<file path="src/rtl/uart_alu_interface.sv">
`default_nettype none
`timescale 1ns/1ps
// ============================================================================
// Module      : uart_alu_interface
// Description : Sequencer between a UART receiver/transmitter pair and a
//               combinational ALU. Collects operand A, operand B and opcode
//               from three received bytes, presents them to the ALU, captures
//               the result one cycle later and requests its transmission.
//               A partial frame is discarded if the next byte does not arrive
//               in time, and a transmitter that never completes is abandoned.
//
// Ports       : i_clock      - system clock, rising edge
//               i_reset      - asynchronous active-high reset
//               i_rx_done    - receiver done flag (rising edge is the event)
//               i_data_rx    - received byte, valid while i_rx_done is high
//               i_tx_done    - transmitter done flag (rising edge is the event)
//               i_resultado  - combinational ALU result
//               o_dato_A     - ALU operand A (registered)
//               o_dato_B     - ALU operand B (registered)
//               o_opcode     - ALU opcode (registered)
//               o_data_tx    - byte handed to the transmitter (registered)
//               o_tx_start   - one-cycle transmit request
//               o_busy       - high whenever a frame is in progress
//               o_timeout    - one-cycle pulse when a frame is aborted
//
// Revision    : 1.0 - initial release
// ============================================================================
module uart_alu_interface #(
    parameter int WIDTH_WORD     = 8,
    parameter int TIMEOUT_CYCLES = 50000
) (
    input  logic                  i_clock,
    input  logic                  i_reset,
    input  logic                  i_rx_done,
    input  logic [WIDTH_WORD-1:0] i_data_rx,
    input  logic                  i_tx_done,
    input  logic [WIDTH_WORD-1:0] i_resultado,
    output logic [WIDTH_WORD-1:0] o_dato_A,
    output logic [WIDTH_WORD-1:0] o_dato_B,
    output logic [WIDTH_WORD-1:0] o_opcode,
    output logic [WIDTH_WORD-1:0] o_data_tx,
    output logic                  o_tx_start,
    output logic                  o_busy,
    output logic                  o_timeout
);

    // Counter only ever reaches TIMEOUT_CYCLES-1, so this width never wraps.
    localparam int                CW      = $clog2(TIMEOUT_CYCLES);
    localparam logic [CW-1:0]     c_LAST  = CW'(TIMEOUT_CYCLES - 1);
    localparam logic [CW-1:0]     c_ONE   = CW'(1);

    localparam logic [2:0] c_ST_WAIT_A  = 3'd0;
    localparam logic [2:0] c_ST_WAIT_B  = 3'd1;
    localparam logic [2:0] c_ST_WAIT_OP = 3'd2;
    localparam logic [2:0] c_ST_EXEC    = 3'd3;
    localparam logic [2:0] c_ST_SEND    = 3'd4;
    localparam logic [2:0] c_ST_WAIT_TX = 3'd5;

    logic [2:0]    r_state;
    logic          r_rx_prev;
    logic          r_tx_prev;
    logic [CW-1:0] r_count;

    logic          w_rx_ev;
    logic          w_tx_ev;
    logic          w_expired;

    // Rising-edge detection: a level held high yields a single event.
    assign w_rx_ev   = i_rx_done & ~r_rx_prev;
    assign w_tx_ev   = i_tx_done & ~r_tx_prev;
    assign w_expired = (r_count == c_LAST);

    assign o_busy    = (r_state != c_ST_WAIT_A);

    always_ff @(posedge i_clock or posedge i_reset) begin
        if (i_reset) begin
            r_state    <= c_ST_WAIT_A;
            r_rx_prev  <= 1'b0;
            r_tx_prev  <= 1'b0;
            r_count    <= '0;
            o_dato_A   <= '0;
            o_dato_B   <= '0;
            o_opcode   <= '0;
            o_data_tx  <= '0;
            o_tx_start <= 1'b0;
            o_timeout  <= 1'b0;
        end else begin
            // Edge registers track the inputs every cycle, so bytes that
            // arrive while they cannot be accepted are consumed and lost.
            r_rx_prev  <= i_rx_done;
            r_tx_prev  <= i_tx_done;
            o_tx_start <= 1'b0;
            o_timeout  <= 1'b0;

            case (r_state)
                c_ST_WAIT_A: begin
                    r_count <= '0;
                    if (w_rx_ev) begin
                        o_dato_A <= i_data_rx;
                        r_state  <= c_ST_WAIT_B;
                    end
                end

                // In every waiting state a real event in the expiry cycle
                // takes priority over the abort.
                c_ST_WAIT_B: begin
                    if (w_rx_ev) begin
                        o_dato_B <= i_data_rx;
                        r_state  <= c_ST_WAIT_OP;
                        r_count  <= '0;
                    end else if (w_expired) begin
                        o_timeout <= 1'b1;
                        r_state   <= c_ST_WAIT_A;
                        r_count   <= '0;
                    end else begin
                        r_count <= r_count + c_ONE;
                    end
                end

                c_ST_WAIT_OP: begin
                    if (w_rx_ev) begin
                        o_opcode <= i_data_rx;
                        r_state  <= c_ST_EXEC;
                        r_count  <= '0;
                    end else if (w_expired) begin
                        o_timeout <= 1'b1;
                        r_state   <= c_ST_WAIT_A;
                        r_count   <= '0;
                    end else begin
                        r_count <= r_count + c_ONE;
                    end
                end

                // Operands became stable at the previous edge, so the ALU
                // result is settled now. The request is registered here so
                // it is high exactly while in SEND.
                c_ST_EXEC: begin
                    o_data_tx  <= i_resultado;
                    o_tx_start <= 1'b1;
                    r_state    <= c_ST_SEND;
                    r_count    <= '0;
                end

                c_ST_SEND: begin
                    r_state <= c_ST_WAIT_TX;
                    r_count <= '0;
                end

                c_ST_WAIT_TX: begin
                    if (w_tx_ev) begin
                        r_state <= c_ST_WAIT_A;
                        r_count <= '0;
                    end else if (w_expired) begin
                        o_timeout <= 1'b1;
                        r_state   <= c_ST_WAIT_A;
                        r_count   <= '0;
                    end else begin
                        r_count <= r_count + c_ONE;
                    end
                end

                default: begin
                    r_state <= c_ST_WAIT_A;
                    r_count <= '0;
                end
            endcase
        end
    end

endmodule
`default_nettype wire
</file>
<file path="config.mk">
export PLATFORM = sky130hd
export DESIGN_NAME = uart_alu_interface
export DESIGN_NICKNAME = d
export VERILOG_FILES = /design/src/rtl/uart_alu_interface.sv
export SDC_FILE = /design/constraint.sdc
export NUM_CORES = 1
export LEC_CHECK = 0
export ABC_AREA = 1
export BUFFER_PORTS_ARGS = -buffer_cell sky130_fd_sc_hd__buf_2
export CELL_PAD_IN_SITES_DETAIL_PLACEMENT = 0
export CELL_PAD_IN_SITES_GLOBAL_PLACEMENT = 2
export CORE_MARGIN = 2
export CORE_UTILIZATION = 31
export CTS_CLUSTER_SIZE = 10
export DETAILED_ROUTE_END_ITERATION = 16
export GPL_TIMING_DRIVEN = 0
export PLACE_DENSITY = 0.77
export SLEW_MARGIN = 25
export SYNTH_ARGS = -nofsm -noshare
export SYNTH_HDL_FRONTEND = slang
export SYNTH_SLANG_ARGS = --single-unit
</file>
<file path="constraint.sdc">
create_clock -name i_clock -period 2.15 [get_ports i_clock]
set_input_delay 0.3225 -clock i_clock [delete_from_list [all_inputs] [get_ports i_clock]]
set_output_delay 0.3225 -clock i_clock [all_outputs]
set_load 0.1 [all_outputs]
</file>
# Word level (Yosys, flattened, before mapping)
# Index checks and enable logic that the tools add are counted.
# word_totals
reg_bits	55
in_bits	20
output_inout_bits	35
wordCells	43
# op_classes
n_addsub	1
n_eq_ne	7
muxes	15
n_bitwise	4
n_reduce_logical	6
# op_table
cell	n
2-to-1 mux 16 bit	3
case mux 16 bit (2 select lines)	1
case mux 3 bit (6 select lines)	1
adder 16 x 1 -> 16 bit (second input constant)	1
equality test 16 bit (second input constant)	1
2-to-1 mux 3 bit	5
equality test 3 x 2 -> 1 bit (second input constant)	2
equality test 3 bit (second input constant)	2
AND reduction 2 bit	3
2-to-1 mux 1 bit	4
equality test 3 x 1 -> 1 bit (second input constant)	1
logical NOT 3 bit	1
nonzero test 3 bit	1
bitwise AND 1 bit	2
!= test 2 bit (second input constant)	1
NOT 1 bit	2
case mux 1 bit (2 select lines)	1
OR reduction 2 bit	1

# Depth between registers and ports, before layout
# depth
ltp_word	4
mapped_depth	9
mapped_depth_nobuf	9

# Least setup slack after synthesis
# Ideal clock, no wire load.
# synth_timing
path_kind	register to output
startpoint	reg r_state[1]
endpoint	out o_busy
arrival_ns	1.226
t_required_ns	1.827
slack_ns	0.602
stages_incl_launch_ff	5
n_path_buf	0
cell_sequence	dfrtp_1 > nor2_1 > inv_1 > nor2_2 > inv_1
# synth_between
elab_chain_len	1
# synth_lines
item	line	text
start: declaration	59	logic [2:0] r_state;
start signal: assignment	77	r_state <= c_ST_WAIT_A;
start signal: assignment	100	r_state <= c_ST_WAIT_B;
start signal: assignment	109	r_state <= c_ST_WAIT_OP;
nonzero test 3 bit	73	assign o_busy = (r_state != c_ST_WAIT_A);
end: declaration	43	output logic o_busy,
# No other way between the ends.

# Worst setup path in the final report
# Ends and elaborated chain as after synthesis.

==> qor.yml <==
ios: 55
area_growth_pct: 21.89
crit_chain: "nor2_1, inv_1, nor2_2, inv_1, buf_2"
slew_viol_final: 0
syn_avg_cell_area_sq_um: 8.543
end_kind: "primary output"
fmaxAchievable_ghz: 0.5370
antenna_found_initial: 0
cp_top_family: "buffers and inverters"
vias_per_cell: 4.353
postRouteAntennaNets: 0
fp.dieW_um: 92.63
dpl.hpwl_um: 3994
synth_largest_area_cell: "dfrtp_1"
post-route-period-util_pct: 86.61
fin_cells: 451
finalHoldViolations: 0
remaining_drc_errors: 0
finalSetupViolCount: 0
firstDrtPassIters: 4
synth_top_family_by_area: "simple AND/OR/NAND/NOR gates"
yosysTopAreaCellShare_pct: 56.53
vias: 1963
yosysSeqAreaShare_pct: 56.53
synth-compound-area-share_pct: 5.858
synth_edf_count: 0
synthTopCellsByCount: "83 x nand2_1, 55 x dfrtp_1, 40 x nor2_1"
status: "finished, final reports clean"
cts_buffers: 5
relSlewSlack_pct: 67.01
required_ps: 1830
synth_nets: 306
ys_types: 24
die_area_sq_um: 8579
track_usage_pct: 13.82
multi_input_area_sq_um: 892.1
drv_cap: 0
min_path_type: "input pin to register"
routedWlPerCell_um: 12.19
initial_core_util_pct: 31.67
drt-total-wl_um: 5499
synth_most_common_cell: "nand2_1"
synth-xor-area-share_pct: 3.597
cts_buffer_depth: 2
insertion_delay_ps: 310
nets: 369
pre_cts_slack_ps: 603.9
ys_warn_count: 0
fin_ws_ps: 287.8
arrival_ps: 1540
first_iter_violations: 51
grt_max_degree: 47
cp-start-kind: "register"
finalCriticalPeriod_ps: 1862
path_max_fanout: 5
ctsHoldBuffers: 1
crit_type: "register to primary output"
seqCellArea_sq_um: 1376
num-fill-cells: 837
cts_tree: "done"
rsz0062_at_grt: "false"
drive_gt1_share_pct: 23.50
numClockSinks: 55
final.setup_skew_ps: 8.087
syn-cell-area_sq_um: 2435
yosys-top-cells-area: "dfrtp_1 57%, nand2_1 13%, nor2_1 6.2%"
post-cts-setup-buffers: 0
fp.dieH_um: 92.63
ys_async_sr_fraction_pct: 100.0
cts_htree_levels: 2
cts.clk_slew.worst_paths_ps: 110
gp_congestion: 0.7402
synthFlopType: "dfrtp_1"
io_buffers: 54
worstMarginPinSlew_ps: 498.3
grt_pass1_wl_um: 9335
cp_common_cell: "inv_1"
grt_pass1_vias: 1961
ctsResizeCount: 0
root_buffer: "clkbuf_8"
antenna_cells: 0
syn-instance-count: 285
cp_slowest_stage_delay_ps: 500
dpl.cell_count: 442
cp_slowest_cell: "dfrtp_1"
core_sq_um: 7687
yosys.area_share.simple_pct: 26.67
grt.overflow.total: 0
critPathBufInv: 3
synth_mux_area_share_pct: 0
synth_fa_ha_area_share_pct: 0.5139
synth_seq_cells: 55
row_count: 32
[metal layers]
layer / vias up / GRT usage [%] / routed length, um
met5: - / 0 / 0
met2: 38 / 23.24 / 2619
met4: 0 / 4.167 / 72
li1: 1013 / - / -
met1: 905 / 17.61 / 2558
met3: 7 / 3.499 / 248
[cells in the final DEF, fill, tap and decap left out]
cell type | netlist | final
nor2_2 | 2 | 2
buf_2 | 1 | 55
nor3_1 | 4 | 4
nor3_4 | 1 | 1
a21oi_1 | 2 | 2
nor2_1 | 40 | 40
nand2_1 | 83 | 83
xor2_1 | 7 | 7
nand3_1 | 14 | 14
or2_2 | 1 | 1
buf_6 | 3 | 3
dfrtp_1 | 55 | 55
inv_4 | 0 | 1
o21ai_0 | 12 | 12
inv_2 | 4 | 4
clkbuf_8 | 0 | 5
o211ai_1 | 1 | 1
inv_6 | 0 | 2
nor2_4 | 1 | 1
dlygate4sd3_1 | 0 | 1
and2_1 | 1 | 1
ha_1 | 1 | 1
o21ai_1 | 13 | 13
clkinv_4 | 0 | 1
buf_16 | 0 | 1
xnor2_1 | 3 | 3
nand2_2 | 3 | 3
inv_1 | 30 | 29
nand3_2 | 2 | 2
nand4_1 | 1 | 1
[worst paths after layout]
path	depth (start not counted)	slack, ps	to	from
hold / removal	1	130	r_rx_prev	i_rx_done
setup reg to reg	7	610	r_count[10]	r_count[0]
hold reg to reg	1	460	r_count[0]	r_count[0]
setup / recovery	5	290	o_busy	r_state[1]
min in group asynchronous	3	460	r_count[5]	i_reset
max in group asynchronous	4	1240	r_state[2]	i_reset
[registers in the layout (all words and copies together), names as in the netlist]
| name | count |
|---|---|
| o_data_tx | 8 |
| o_dato_A | 8 |
| o_dato_B | 8 |
| o_opcode | 8 |
| o_timeout | 1 |
| o_tx_start | 1 |
| r_count | 16 |
| r_rx_prev | 1 |
| r_state | 3 |
| r_tx_prev | 1 |
[cells by family (layout without fill, tap and decap cells)]
kind of cell	Yosys count	in the layout
AO/OA/AOI/OAI	28	28
XOR/XNOR	10	10
adder cells (fa/ha/maj)	1	1
buffers and inverters	38	102
flip-flops	55	55
AND/OR/NAND/NOR	153	153
[per-stage QoR]
stage | instance area [sq um] | hold slack (ps) | utilization, % | setup TNS, ps
floorplan | 2435 | 353.9 | - | 0
global placement | 2833 | 446.7 | 36.85 | -20860
detailed placement | 2863 | 245.2 | 37.24 | 0
CTS | 2968 | 112.1 | 38.61 | 0
global route | 2968 | 98.49 | 38.61 | 0
finish | 2968 | 125.6 | 38.61 | 0
[worst register-to-register path, stage by stage (launching register included)]
cell	delay, ps
dfrtp_1	380
ha_1	190
nand3_1	180
nor2_1	150
nand2_1	190
nand2_2	140
buf_6	150
nor2_1	50
[final cells by class]
| type | count | share of cell area (%) |
|---|---|---|
| Sequential cell | 55 | 46.37 |
| Buffer | 4 | 1.307 |
| Timing Repair Buffer | 56 | 10.37 |
| Clock inverter | 3 | 0.8853 |
| Inverter | 34 | 4.384 |
| Clock buffer | 5 | 2.319 |
| Multi-Input combinational cell | 192 | 30.06 |
| Tap cell | 102 | 4.300 |
Power is not shown: default switching activity piles up to over one toggle a cycle in this logic, so the estimate is an artifact.
